**config.mk**
```make
export PLATFORM = sky130hd
export DESIGN_NAME = acoustic_cmd_fsm
export DESIGN_NICKNAME = d
export VERILOG_FILES = /design/src/rtl/acoustic_cmd_fsm.sv
export SDC_FILE = /design/constraint.sdc
export NUM_CORES = 1
export LEC_CHECK = 0
export CORE_MARGIN = 4
export CORE_UTILIZATION = 44
export CTS_BUF_LIST = sky130_fd_sc_hd__clkbuf_2 sky130_fd_sc_hd__clkbuf_4 sky130_fd_sc_hd__clkbuf_8
export DETAILED_ROUTE_END_ITERATION = 10
export PLACE_DENSITY = 0.68
export SKIP_CTS_REPAIR_TIMING = 1
export SYNTH_ARGS = -nofsm -noshare
export SYNTH_HDL_FRONTEND = slang
export SYNTH_SLANG_ARGS = --single-unit
```
**constraint.sdc**
```tcl
create_clock -name clk -period 3.5 [get_ports clk]
set_input_delay 0.7 -clock clk [delete_from_list [all_inputs] [get_ports clk]]
set_output_delay 0.7 -clock clk [all_outputs]
set_load 0.01 [all_outputs]
```
**src/rtl/acoustic_cmd_fsm.sv**
```systemverilog
// UART command sequencer: opcode decode, argument collection, channel trigger scan, byte responses.
// Define ACOUSTIC_CMD_NAK_EN to answer unknown opcodes with a single 0x3F byte.
module acoustic_cmd_fsm #(
    parameter int NUM_CH         = 4,
    parameter int ARG_BYTES      = 2,
    parameter int TIMEOUT_W      = 24,
    parameter int TIMEOUT_CYCLES = 10_000_000,
    localparam int CH_W          = (NUM_CH > 1) ? $clog2(NUM_CH) : 1,
    localparam int CFG_W         = 8 * ARG_BYTES
) (
    input  logic             clk,
    input  logic             reset_b,
    input  logic             rx_valid,
    input  logic [7:0]       rx_data,
    input  logic             tx_ready,
    output logic             tx_valid,
    output logic [7:0]       tx_data,
    input  logic             fft_ready,
    output logic [CH_W-1:0]  ch_sel,
    input  logic             trig_hit,
    input  logic [15:0]      max_value,
    output logic [CFG_W-1:0] cfg_data,
    output logic             freq_we,
    output logic             thresh_we,
    output logic             busy
);

    typedef enum logic [3:0] {
        S_IDLE, S_DECODE, S_ARG, S_APPLY, S_SCAN_WAIT,
        S_SCAN_SEL, S_SCAN_CHK, S_TX_LOAD, S_TX_WAIT
    } state_t;

    state_t                state_q, state_d;
    logic [3:0]            op_q, op_d;
    logic                  tgt_q, tgt_d;        // 0: frequency, 1: threshold
    logic [CFG_W-1:0]      cfg_q, cfg_d;
    logic [2:0]            cnt_q, cnt_d;
    logic [TIMEOUT_W-1:0]  tmr_q, tmr_d;
    logic [CH_W-1:0]       ch_q, ch_d;
    logic [15:0]           rbuf_q, rbuf_d;
    logic [1:0]            rlen_q, rlen_d;
    logic                  txv_q, txv_d;
    logic [7:0]            txd_q, txd_d;
    logic                  tmo;

    assign tmo = (tmr_q == TIMEOUT_W'(TIMEOUT_CYCLES - 1));

    always_ff @(posedge clk or negedge reset_b) begin
        if (!reset_b) begin
            state_q <= S_IDLE;
            op_q    <= '0;
            tgt_q   <= 1'b0;
            cfg_q   <= '0;
            cnt_q   <= '0;
            tmr_q   <= '0;
            ch_q    <= '0;
            rbuf_q  <= '0;
            rlen_q  <= '0;
            txv_q   <= 1'b0;
            txd_q   <= '0;
        end else begin
            state_q <= state_d;
            op_q    <= op_d;
            tgt_q   <= tgt_d;
            cfg_q   <= cfg_d;
            cnt_q   <= cnt_d;
            tmr_q   <= tmr_d;
            ch_q    <= ch_d;
            rbuf_q  <= rbuf_d;
            rlen_q  <= rlen_d;
            txv_q   <= txv_d;
            txd_q   <= txd_d;
        end
    end

    always_comb begin
        state_d = state_q;
        op_d    = op_q;
        tgt_d   = tgt_q;
        cfg_d   = cfg_q;
        cnt_d   = cnt_q;
        tmr_d   = tmr_q;
        ch_d    = ch_q;
        rbuf_d  = rbuf_q;
        rlen_d  = rlen_q;
        txv_d   = txv_q;
        txd_d   = txd_q;
        case (state_q)
            S_IDLE: begin
                if (rx_valid) begin
                    op_d    = rx_data[3:0];
                    state_d = S_DECODE;
                end
            end
            S_DECODE: begin
                case (op_q)
                    4'hF, 4'h7: begin
                        tgt_d   = (op_q == 4'h7);
                        cnt_d   = '0;
                        tmr_d   = '0;
                        state_d = S_ARG;
                    end
                    4'h4: begin
                        rbuf_d  = max_value;
                        rlen_d  = 2'd2;
                        state_d = S_TX_LOAD;
                    end
                    4'hD: begin
                        tmr_d   = '0;
                        state_d = S_SCAN_WAIT;
                    end
                    default: begin
`ifdef ACOUSTIC_CMD_NAK_EN
                        rbuf_d  = 16'h3F00;
                        rlen_d  = 2'd1;
                        state_d = S_TX_LOAD;
`else
                        state_d = S_IDLE;
`endif
                    end
                endcase
            end
            S_ARG: begin
                tmr_d = tmr_q + 1'b1;
                if (rx_valid) begin
                    cfg_d = (cfg_q << 8) | CFG_W'(rx_data);
                    cnt_d = cnt_q + 1'b1;
                end
                // A final byte landing on the timeout cycle still completes the command
                if (rx_valid && cnt_q == 3'(ARG_BYTES - 1))
                    state_d = S_APPLY;
                else if (tmo)
                    state_d = S_IDLE;
            end
            S_APPLY: state_d = S_IDLE;
            S_SCAN_WAIT: begin
                tmr_d = tmr_q + 1'b1;
                if (tmo) begin
                    rbuf_d  = 16'h4600;
                    rlen_d  = 2'd1;
                    state_d = S_TX_LOAD;
                end else if (fft_ready) begin
                    ch_d    = '0;
                    state_d = S_SCAN_SEL;
                end
            end
            S_SCAN_SEL: begin
                tmr_d = tmr_q + 1'b1;
                if (tmo) begin
                    rbuf_d  = 16'h4600;
                    rlen_d  = 2'd1;
                    state_d = S_TX_LOAD;
                end else begin
                    state_d = S_SCAN_CHK;
                end
            end
            S_SCAN_CHK: begin
                tmr_d = tmr_q + 1'b1;
                if (trig_hit) begin
                    rbuf_d  = {8'h54, 8'(ch_q)};
                    rlen_d  = 2'd2;
                    state_d = S_TX_LOAD;
                end else if (tmo) begin
                    rbuf_d  = 16'h4600;
                    rlen_d  = 2'd1;
                    state_d = S_TX_LOAD;
                end else if (ch_q == CH_W'(NUM_CH - 1)) begin
                    state_d = S_SCAN_WAIT;
                end else begin
                    ch_d    = ch_q + 1'b1;
                    state_d = S_SCAN_SEL;
                end
            end
            S_TX_LOAD: begin
                txv_d   = 1'b1;
                txd_d   = rbuf_q[15:8];
                rbuf_d  = {rbuf_q[7:0], 8'h00};
                rlen_d  = rlen_q - 2'd1;
                state_d = S_TX_WAIT;
            end
            S_TX_WAIT: begin
                if (txv_q && tx_ready) begin
                    txv_d   = 1'b0;
                    state_d = (rlen_q != 2'd0) ? S_TX_LOAD : S_IDLE;
                end
            end
            default: state_d = S_IDLE;
        endcase
    end

    assign tx_valid  = txv_q;
    assign tx_data   = txd_q;
    assign ch_sel    = ch_q;
    assign cfg_data  = cfg_q;
    assign freq_we   = (state_q == S_APPLY) && !tgt_q;
    assign thresh_we = (state_q == S_APPLY) && tgt_q;
    assign busy      = (state_q != S_IDLE);

endmodule

```
### Yosys cells after proc, flatten, opt, wreduce, memory -nomap -nowiden

Index checks and enable logic that the tools add are counted.

| storage, ports and cells | value |
|---|---|
| output and inout port bits | 30 |
| flip-flop bits (word level) | 81 |
| memories kept | 0 |
| memory bits (read-only) | 0 |
| input bits | 30 |
| logic and storage cells | 104 |
| latch bits | 0 |
| RAM bits | 0 |

| operators by class | value |
|---|---|
| muxes and demuxes | 34 |
| shift operators | 0 |
| bitwise logic cells | 1 |
| multipliers | 0 |
| reductions and logical operators | 26 |
| eq/ne operators | 28 |
| div/mod/pow operators | 0 |
| add/sub/neg operators | 4 |
| $lt $le $gt $ge | 0 |

Operators with widths:

| kind | count |
|---|---|
| 16-bit case mux with 4 select lines | 1 |
| 16-bit two-way mux | 3 |
| 24-bit case mux with 2 select lines | 1 |
| 4-bit case mux with 8 select lines | 1 |
| 24-bit by 1-bit adder with 24-bit output (second input constant) | 1 |
| 24-bit equality test (second input constant) | 1 |
| 4-bit by 3-bit equality test with 1-bit output (second input constant) | 6 |
| 24-bit two-way mux | 1 |
| 4-bit two-way mux | 6 |
| 2-bit != test (second input constant) | 11 |
| 2-bit two-way mux | 10 |
| 16-bit by 8-bit OR with 16-bit output | 1 |
| 4-bit equality test (second input constant) | 3 |
| 2-bit AND reduction | 6 |
| 2-bit nonzero test | 5 |
| 3-bit two-way mux | 3 |
| 3-bit case mux with 3 select lines | 1 |
| 4-bit by 2-bit equality test with 1-bit output (second input constant) | 2 |
| 2-bit case mux with 4 select lines | 1 |
| 4-bit nonzero test | 2 |
| 3-bit != test (second input constant) | 2 |
| 3-bit case mux with 2 select lines | 1 |
| 6-bit AND reduction | 1 |
| 4-bit by 1-bit equality test with 1-bit output (second input constant) | 1 |
| 16 further kinds | 22 |

### Depth between registers and ports, before layout

Gate-level depths: netlist of the first run.

| logic depth | value |
|---|---|
| word-level depth | 5 |
| mapped depth | 8 |
| depth with buffers taken out | 7 |

### Least setup slack after synthesis of the first run

Ideal clock, no wire load.

| timing path | value |
|---|---|
| path kind | flip-flop to flip-flop |
| start | register state_q[3] |
| end | register rbuf_q[4] |
| arrival | 1.843 ns |
| path slack | 1.536 ns |
| path buffers | 1 |
| period minus slack after synthesis | 1.964 ns |
| stages on the path, launching flop included | 7 |
| required time | 3.379 ns |
| library setup time | 0.121 ns |
| path through | dfrtp_1 or4b_4 nor4_4 or2_2 o31ai_2 buf_4 a22o_1 |

| on the way | value |
|---|---|
| word-level cells in the longest chain between the ends | 4 |
| elaborated cells on any way between the ends | 10 |
| those cells by class | 6 x eq/ne; 1 x mux; 3 x reduce/logical |

RTL lines:

| item | RTL line | text |
|---|---|---|
| start, declared | 33 | `state_t state_q, state_d;` |
| start signal, assigned | 62 | `state_q <= state_d;` |
| 4-bit by 3-bit equality test with 1-bit output | 88 | `case (state_q)` |
| 2-bit OR reduction (no source line) | n/a |  |
| 4-bit nonzero test (no source line) | n/a |  |
| 2-bit AND reduction (no source line) | n/a |  |
| end signal, assigned | 69 | `rbuf_q <= rbuf_d;` |
| end, declared | 40 | `logic [15:0] rbuf_q, rbuf_d;` |

Several ways; a longest one is shown, not always the timed one.
A chain may end at the register's enable or synchronous reset.

### Worst setup path in the final report of the first run

| timing path | value |
|---|---|
| start | register state_q[1] |
| end | output port thresh_we |

| on the way | value |
|---|---|
| word-level cells in the longest chain between the ends | 2 |

RTL lines:

| item | RTL line | text |
|---|---|---|
| 4-bit by 2-bit equality test with 1-bit output | 196 | `assign thresh_we = (state_q == S_APPLY) && tgt_q;` |
| 1-bit logical AND | 196 |  |
| end, declared | 24 | `output logic thresh_we,` |

Every way passes these cells.

==> results of run 1 <==
[flip-flops by register name (all words and copies together), names as in the netlist, 2 cells and up]
register  count
tmr_q        24
cfg_data     16
rbuf_q       16
tx_data       8
op_q          4
state_q       4
cnt_q         3
ch_sel        2
rlen_q        2
[through the flow]
stage	setup WS, ns	cell area [µm²]	power [mW]	instances
5_1_grt	0.416	4950	3.96	555
4_1_cts	0.532	4950	3.74	555
3_5_place_dp	0.931	4720	2.95	539
6_report	0.578	4950	3.71	555
2_1_floorplan	1.54	4040	2.37	388
3_3_place_gp	0.987	4720	2.92	539
[critical path, cell delays in order, from the launching register on]
cell	delay (ns)
dfrtp_1	0.57
buf_4	0.24
and2_1	0.29
and3_1	0.23
clkdlybuf4s50_1	0.54
[path summary, 6_finish.rpt]
path / from / end / slack (ns) / cells past startpoint
hold / removal: rbuf_q[10] / tx_data[2] / 0.47 / 2
setup / recovery: state_q[1] / thresh_we / 0.58 / 4
setup reg to reg: state_q[0] / rbuf_q[4] / 0.99 / 5
min in group asynchronous: reset_b / tmr_q[12] / 0.50 / 1
max in group asynchronous: reset_b / rbuf_q[4] / 2.36 / 1
hold reg to reg: rbuf_q[10] / tx_data[2] / 0.47 / 2
[report_power, final]
part,switching [mW],internal (mW),total (mW)
Clock,0.361,0.408,0.769
Sequential,0.282,1.24,1.52
Combinational,0.704,0.716,1.42
Total,1.35,2.36,3.71
[cells in the mapped netlist, types with 2 or more instances]
master / n / share of area
inv_1: 7 / 0.0065
nand2_1: 43 / 0.040
xnor2_1: 3 / 0.0065
nor3_1: 2 / 0.0025
or4_1: 2 / 0.0037
nand4b_1: 2 / 0.0043
xor2_1: 19 / 0.041
nor2b_1: 7 / 0.011
o221ai_1: 2 / 0.0043
a21oi_1: 8 / 0.0099
clkbuf_1: 16 / 0.015
o21ai_1: 8 / 0.0099
buf_1: 3 / 0.0028
o211ai_1: 7 / 0.013
mux2_2: 6 / 0.017
o21ai_0: 3 / 0.0037
o2bb2ai_1: 8 / 0.017
nor2_1: 37 / 0.034
dfrtp_1: 81 / 0.50
nand2b_1: 2 / 0.0031
a22oi_1: 5 / 0.0093
nor4_1: 5 / 0.0077
o22ai_1: 3 / 0.0046
nand3_1: 12 / 0.015
nand4_1: 9 / 0.014
o31ai_1: 3 / 0.0056
o21a_1: 3 / 0.0056
a21o_1: 2 / 0.0037
and2_1: 2 / 0.0031
mux2i_1: 2 / 0.0050
a22o_1: 8 / 0.017
a31oi_1: 2 / 0.0031
and3_1: 7 / 0.011
nor4b_1: 3 / 0.0065
buf_2: 3 / 0.0037
and4_1: 3 / 0.0065
mux2_1: 18 / 0.050
o2111ai_1: 6 / 0.013
and3b_1: 2 / 0.0043
ha_1: 5 / 0.015
[area by class of cell]
type | count | area, µm² | share of cell area
well taps | 108 | 135 | 0.0273
clock buffers | 9 | 124 | 0.0250
flip-flops and latches | 81 | 2030 | 0.410
inverters | 7 | 26.3 | 0.00531
multi-input cells | 277 | 1890 | 0.383
clock inverters | 7 | 101 | 0.0205
repair buffers | 66 | 641 | 0.129
[layer usage]
metal | track usage | wire, µm | vias up | part of all wire
met5 | 0 | 0 | - | 0
met4 | 0.0779 | 218 | 0 | 0.025
met3 | 0.0423 | 433 | 18 | 0.049
met2 | 0.253 | 3950 | 67 | 0.45
met1 | 0.233 | 4230 | 1555 | 0.48
li1 | - | - | 1521 | -
[logic make-up (layout without fill, tap and decap cells)]
family                   Yosys count  in the layout  share of synthesized area
AND/OR/NAND/NOR                  149            149                      0.196
adder cells (fa/ha/maj)            5              5                     0.0155
multiplexers                      26             26                     0.0718
AO/OA/AOI/OAI                     75             75                      0.138
XOR/XNOR                          22             22                     0.0477
buffers and inverters             30             89                     0.0297
flip-flops                        81             81                      0.502
==> flow_summary.yaml, run 1 <==
timing:
  max_freq_mhz: 342
  whs_ns: 0.474
  finalClockSkew_ns: 0.00901
  fin_crit_ns: 2.92
  timing.slew.headroom: 0.337
  worst_pin_slew_ns: 0.994
  hold_viol: 0
  setup_tns_ns: 0
  rsz0062_at_grt: "false"
  slew_viol_final: 0
  final-setup-viol-count: 0
  period_share: 0.835
drt:
  routedWlPerCell_um: 15.9
  drt_iter0_drc: 116
  dr.pass1.iters: 4
  wl_um: 8830
  antenna_left: 0
  drcViolationCount: 0
  vias: 3161
  viasPerCell: 5.70
outcome:
  status: "complete, no violations"
yosys:
  yosysSeqAreaShare: 0.502
  syn-instance-count: 388
  synth_async_sr_flop_share: 1.00
  yosys_most_used_dff: "dfrtp_1"
  synth.ff_latch_count: 81
  synth_fp_nets: 423
  syn_area_um2: 4040
  synth_area_per_cell_um2: 10.4
  synth_warnings: 0
  synth_cell_type_count: 59
  synth_edf_count: 0
pwr:
  powerDensity_nw_per_um2: 750
  cellLeakagePower_nw: 2.20
  ir_drop_mv: 0.481
cells_and_area:
  drive_gt1_frac: 0.0872
  fin_nets: 477
  fillers: 786
  post-route-util: 0.559
  final_common_cell: "dfrtp_1"
  diodes: 0
  syn_to_final_growth_pct: 22.5
  final_cell_mix: "dfrtp_1 (81), clkdlybuf4s50_1 (58), nand2_1 (43)"
global_routing:
  grt_remaining_overflow: 0
  grt_max_degree: 82
  grt_pass1_wl_um: 15000
  grt_usage: 0.170
  antenna_found_initial: 0
  grt_pass1_vias: 3119
worst_setup_path:
  cp.required_ns: 2.80
  worstSetupStartpointType: "flop"
  worst_ep_arrival_time_ns: 2.22
  path_class: "reg2out"
  end_kind: "primary output"
  cp_max_fo: 13
die:
  start_util: 0.457
  rows: 34
  fp.dieH_um: 104
  num_io_pins: 60
  dieArea_um2: 10800
  die_w_um: 104
  coreArea_um2: 8850
hold_path:
  min_path_type: "reg2reg"
clock_tree:
  cts_max_path_buffers: 2
  path_clk_slew_ns: 0.09
  tritoncts: "built"
  clk_latency_ns: 0.36
  clock_sinks: 81
  cts.htree.levels: 3
  cts-root-buf: "clkbuf_8"
  cts_made_buffers: 9
placed_design:
  gp_congestion: 0.801
  portBuffers: 59
  dp_hpwl_um: 6130
job:
  maxCapViolCount: 0
Note: power is estimated with default switching activity, not from simulation.
==> run 2, diff against run 1 <==
PLACE_DENSITY = 0.71   (was 0.68)
clock period = 2.62 ns   (was 3.5 ns; I/O delays follow)
==> flow_summary.yaml, run 2 (same netlist as run 1, synthesis figures left out) <==
timing:
  timing.slew.headroom: 0.391
  worst_pin_slew_ns: 0.908
  setup_tns_ns: 0
  final-setup-viol-count: 0
  max_freq_mhz: 405
  whs_ns: 0.0998
  slew_viol_final: 0
  finalClockSkew_ns: 0.00526
  fin_crit_ns: 2.47
  period_share: 0.942
  hold_viol: 0
  rsz0062_at_grt: "false"
drt:
  drt_iter0_drc: 114
  wl_met1_um: 4050
  routedWlPerCell_um: 16.0
  top_layer: "met4"
  dr.pass1.iters: 4
  routed-wl-met2_um: 4360
  met3WireLength_um: 546
  viasPerCell: 5.65
  vias: 3182
  drcViolationCount: 0
  antenna_left: 0
  wl_um: 9040
worst_setup_path:
  r2r_start: "tmr_q[0]"
  worst_ep_arrival_time_ns: 1.95
  reg2reg_depth: 6
  path_cells: "nand2_1, nor4_1, clkdlybuf4s50_1"
  rrSetupSlack_ns: 0.38
  worstSetupStartpointType: "flop"
  crit_buf_inv: 1
  critPathMaxStageDelay_ns: 0.61
  cp.depth: 3
  cp.required_ns: 2.10
  r2r_end: "rbuf_q[6]"
  setup.worst_path.start: "state_q[1]"
  timing.critical_path.to: "freq_we"
  cp_top_family: "buffers and inverters"
  slowest_stage: "clkdlybuf4s50_1"
  end_kind: "primary output"
  path_class: "reg2out"
  cp_max_fo: 14
placed_design:
  gp_congestion: 0.814
  portBuffers: 59
  dp_cells: 547
  dp_hpwl_um: 6280
cells_and_area:
  drive_gt1_frac: 0.103
  finalNonFillerCells: 563
  diodes: 0
  post-route-util: 0.563
  final_cell_mix: "dfrtp_1 (81), clkdlybuf4s50_1 (58), nand2_1 (43)"
  syn_to_final_growth_pct: 23.3
  fillers: 789
  fin_nets: 485
  largest-register: "tmr_q"
  final_common_cell: "dfrtp_1"
  largest_register_ffs: 24
pwr:
  ir_drop_mv: 0.624
  powerDensity_nw_per_um2: 973
  power_frac_seq: 0.417
  sw_frac_of_total: 0.378
  cell_internal_pwr_mw: 3.02
  p_clk_frac: 0.180
  combPwrFrac: 0.403
  p_sw_mw: 1.83
  cellLeakagePower_nw: 2.23
global_routing:
  grt_remaining_overflow: 0
  grt_usage: 0.174
  grt_pass1_vias: 3239
  grt_max_degree: 51
  antenna_found_initial: 0
  grt_pass1_wl_um: 15700
clock_tree:
  cts_made_buffers: 9
  clk_latency_ns: 0.35
  clock_sinks: 81
  tritoncts: "built"
  cts-root-buf: "clkbuf_8"
  path_clk_slew_ns: 0.09
  cts.htree.levels: 3
  cts_max_path_buffers: 2
die:
  fp.dieH_um: 104
  die_w_um: 104
  coreArea_um2: 8850
  start_util: 0.457
  dieArea_um2: 10800
  num_io_pins: 60
  rows: 34
outcome:
  status: "complete, no violations"
hold_path:
  min_path_type: "in2async"
job:
  maxCapViolCount: 0
[run 2: changes by cell type in the layout (fill, tap and decap cells not counted)]
cell and delta:
buf_12 +1, buf_4 +7, bufinv_16 -2, clkinv_2 +1
clkinv_4 +1, clkinvlp_4 -2, inv_8 +2
[run 2: metrics by stage]
stage / power (mW) / setup WS (ns) / cell area (µm²)
after floorplan: 3.17 / 0.656 / 4040
after global placement: 3.93 / 0.389 / 4790
after detailed placement: 3.99 / 0.351 / 4790
after CTS: 4.89 / 0.0902 / 4980
after global routing: 5.22 / 0.00802 / 4980
final: 4.85 / 0.151 / 4980
[run 2: power by group through the flow]
stage          sequential [mW]  combinational (mW)  clock, mW
3_5_place_dp              2.05                1.94          0
2_1_floorplan             2.01                1.16          0
5_1_grt                   2.10                2.15      0.967
3_3_place_gp              2.02                1.91          0
4_1_cts                   2.03                1.96      0.903
6_report                  2.02                1.95      0.873
[run 2: layout make-up]
| type | instances | area (µm²) | share of cell area |
|---|---|---|---|
| well taps | 108 | 135 | 0.0271 |
| repair buffers | 74 | 713 | 0.143 |
| clock inverters | 7 | 62.6 | 0.0126 |
| inverters | 7 | 26.3 | 0.00528 |
| clock buffers | 9 | 124 | 0.0249 |
| flip-flops and latches | 81 | 2030 | 0.407 |
| multi-input cells | 277 | 1890 | 0.380 |
[run 2: routing by layer]
metal / track usage / vias up
met5: 0 / -
met4: 0.0456 / 0
met3: 0.0516 / 8
met2: 0.274 / 80
met1: 0.235 / 1558
li1: - / 1536
[run 2: worst min-delay path by stage]
stage,from,endpoint,cells after the start
final,reset_b,tmr_q[12],1
after global routing,reset_b,tmr_q[12],1
after CTS,reset_b,tmr_q[12],1
after detailed placement,tx_data[5],tx_data[5],2
after global placement,rbuf_q[14],tx_data[6],2
after floorplan,reset_b,cfg_data[0],0
[run 2: worst reg2reg max path: stages, from the launching register on]
cell and delay, ns:
dfrtp_1 0.45, ha_1 0.32, nand4_1 0.15, nor4_2 0.05
buf_4 0.19, o31ai_2 0.78, a22o_1 0.24
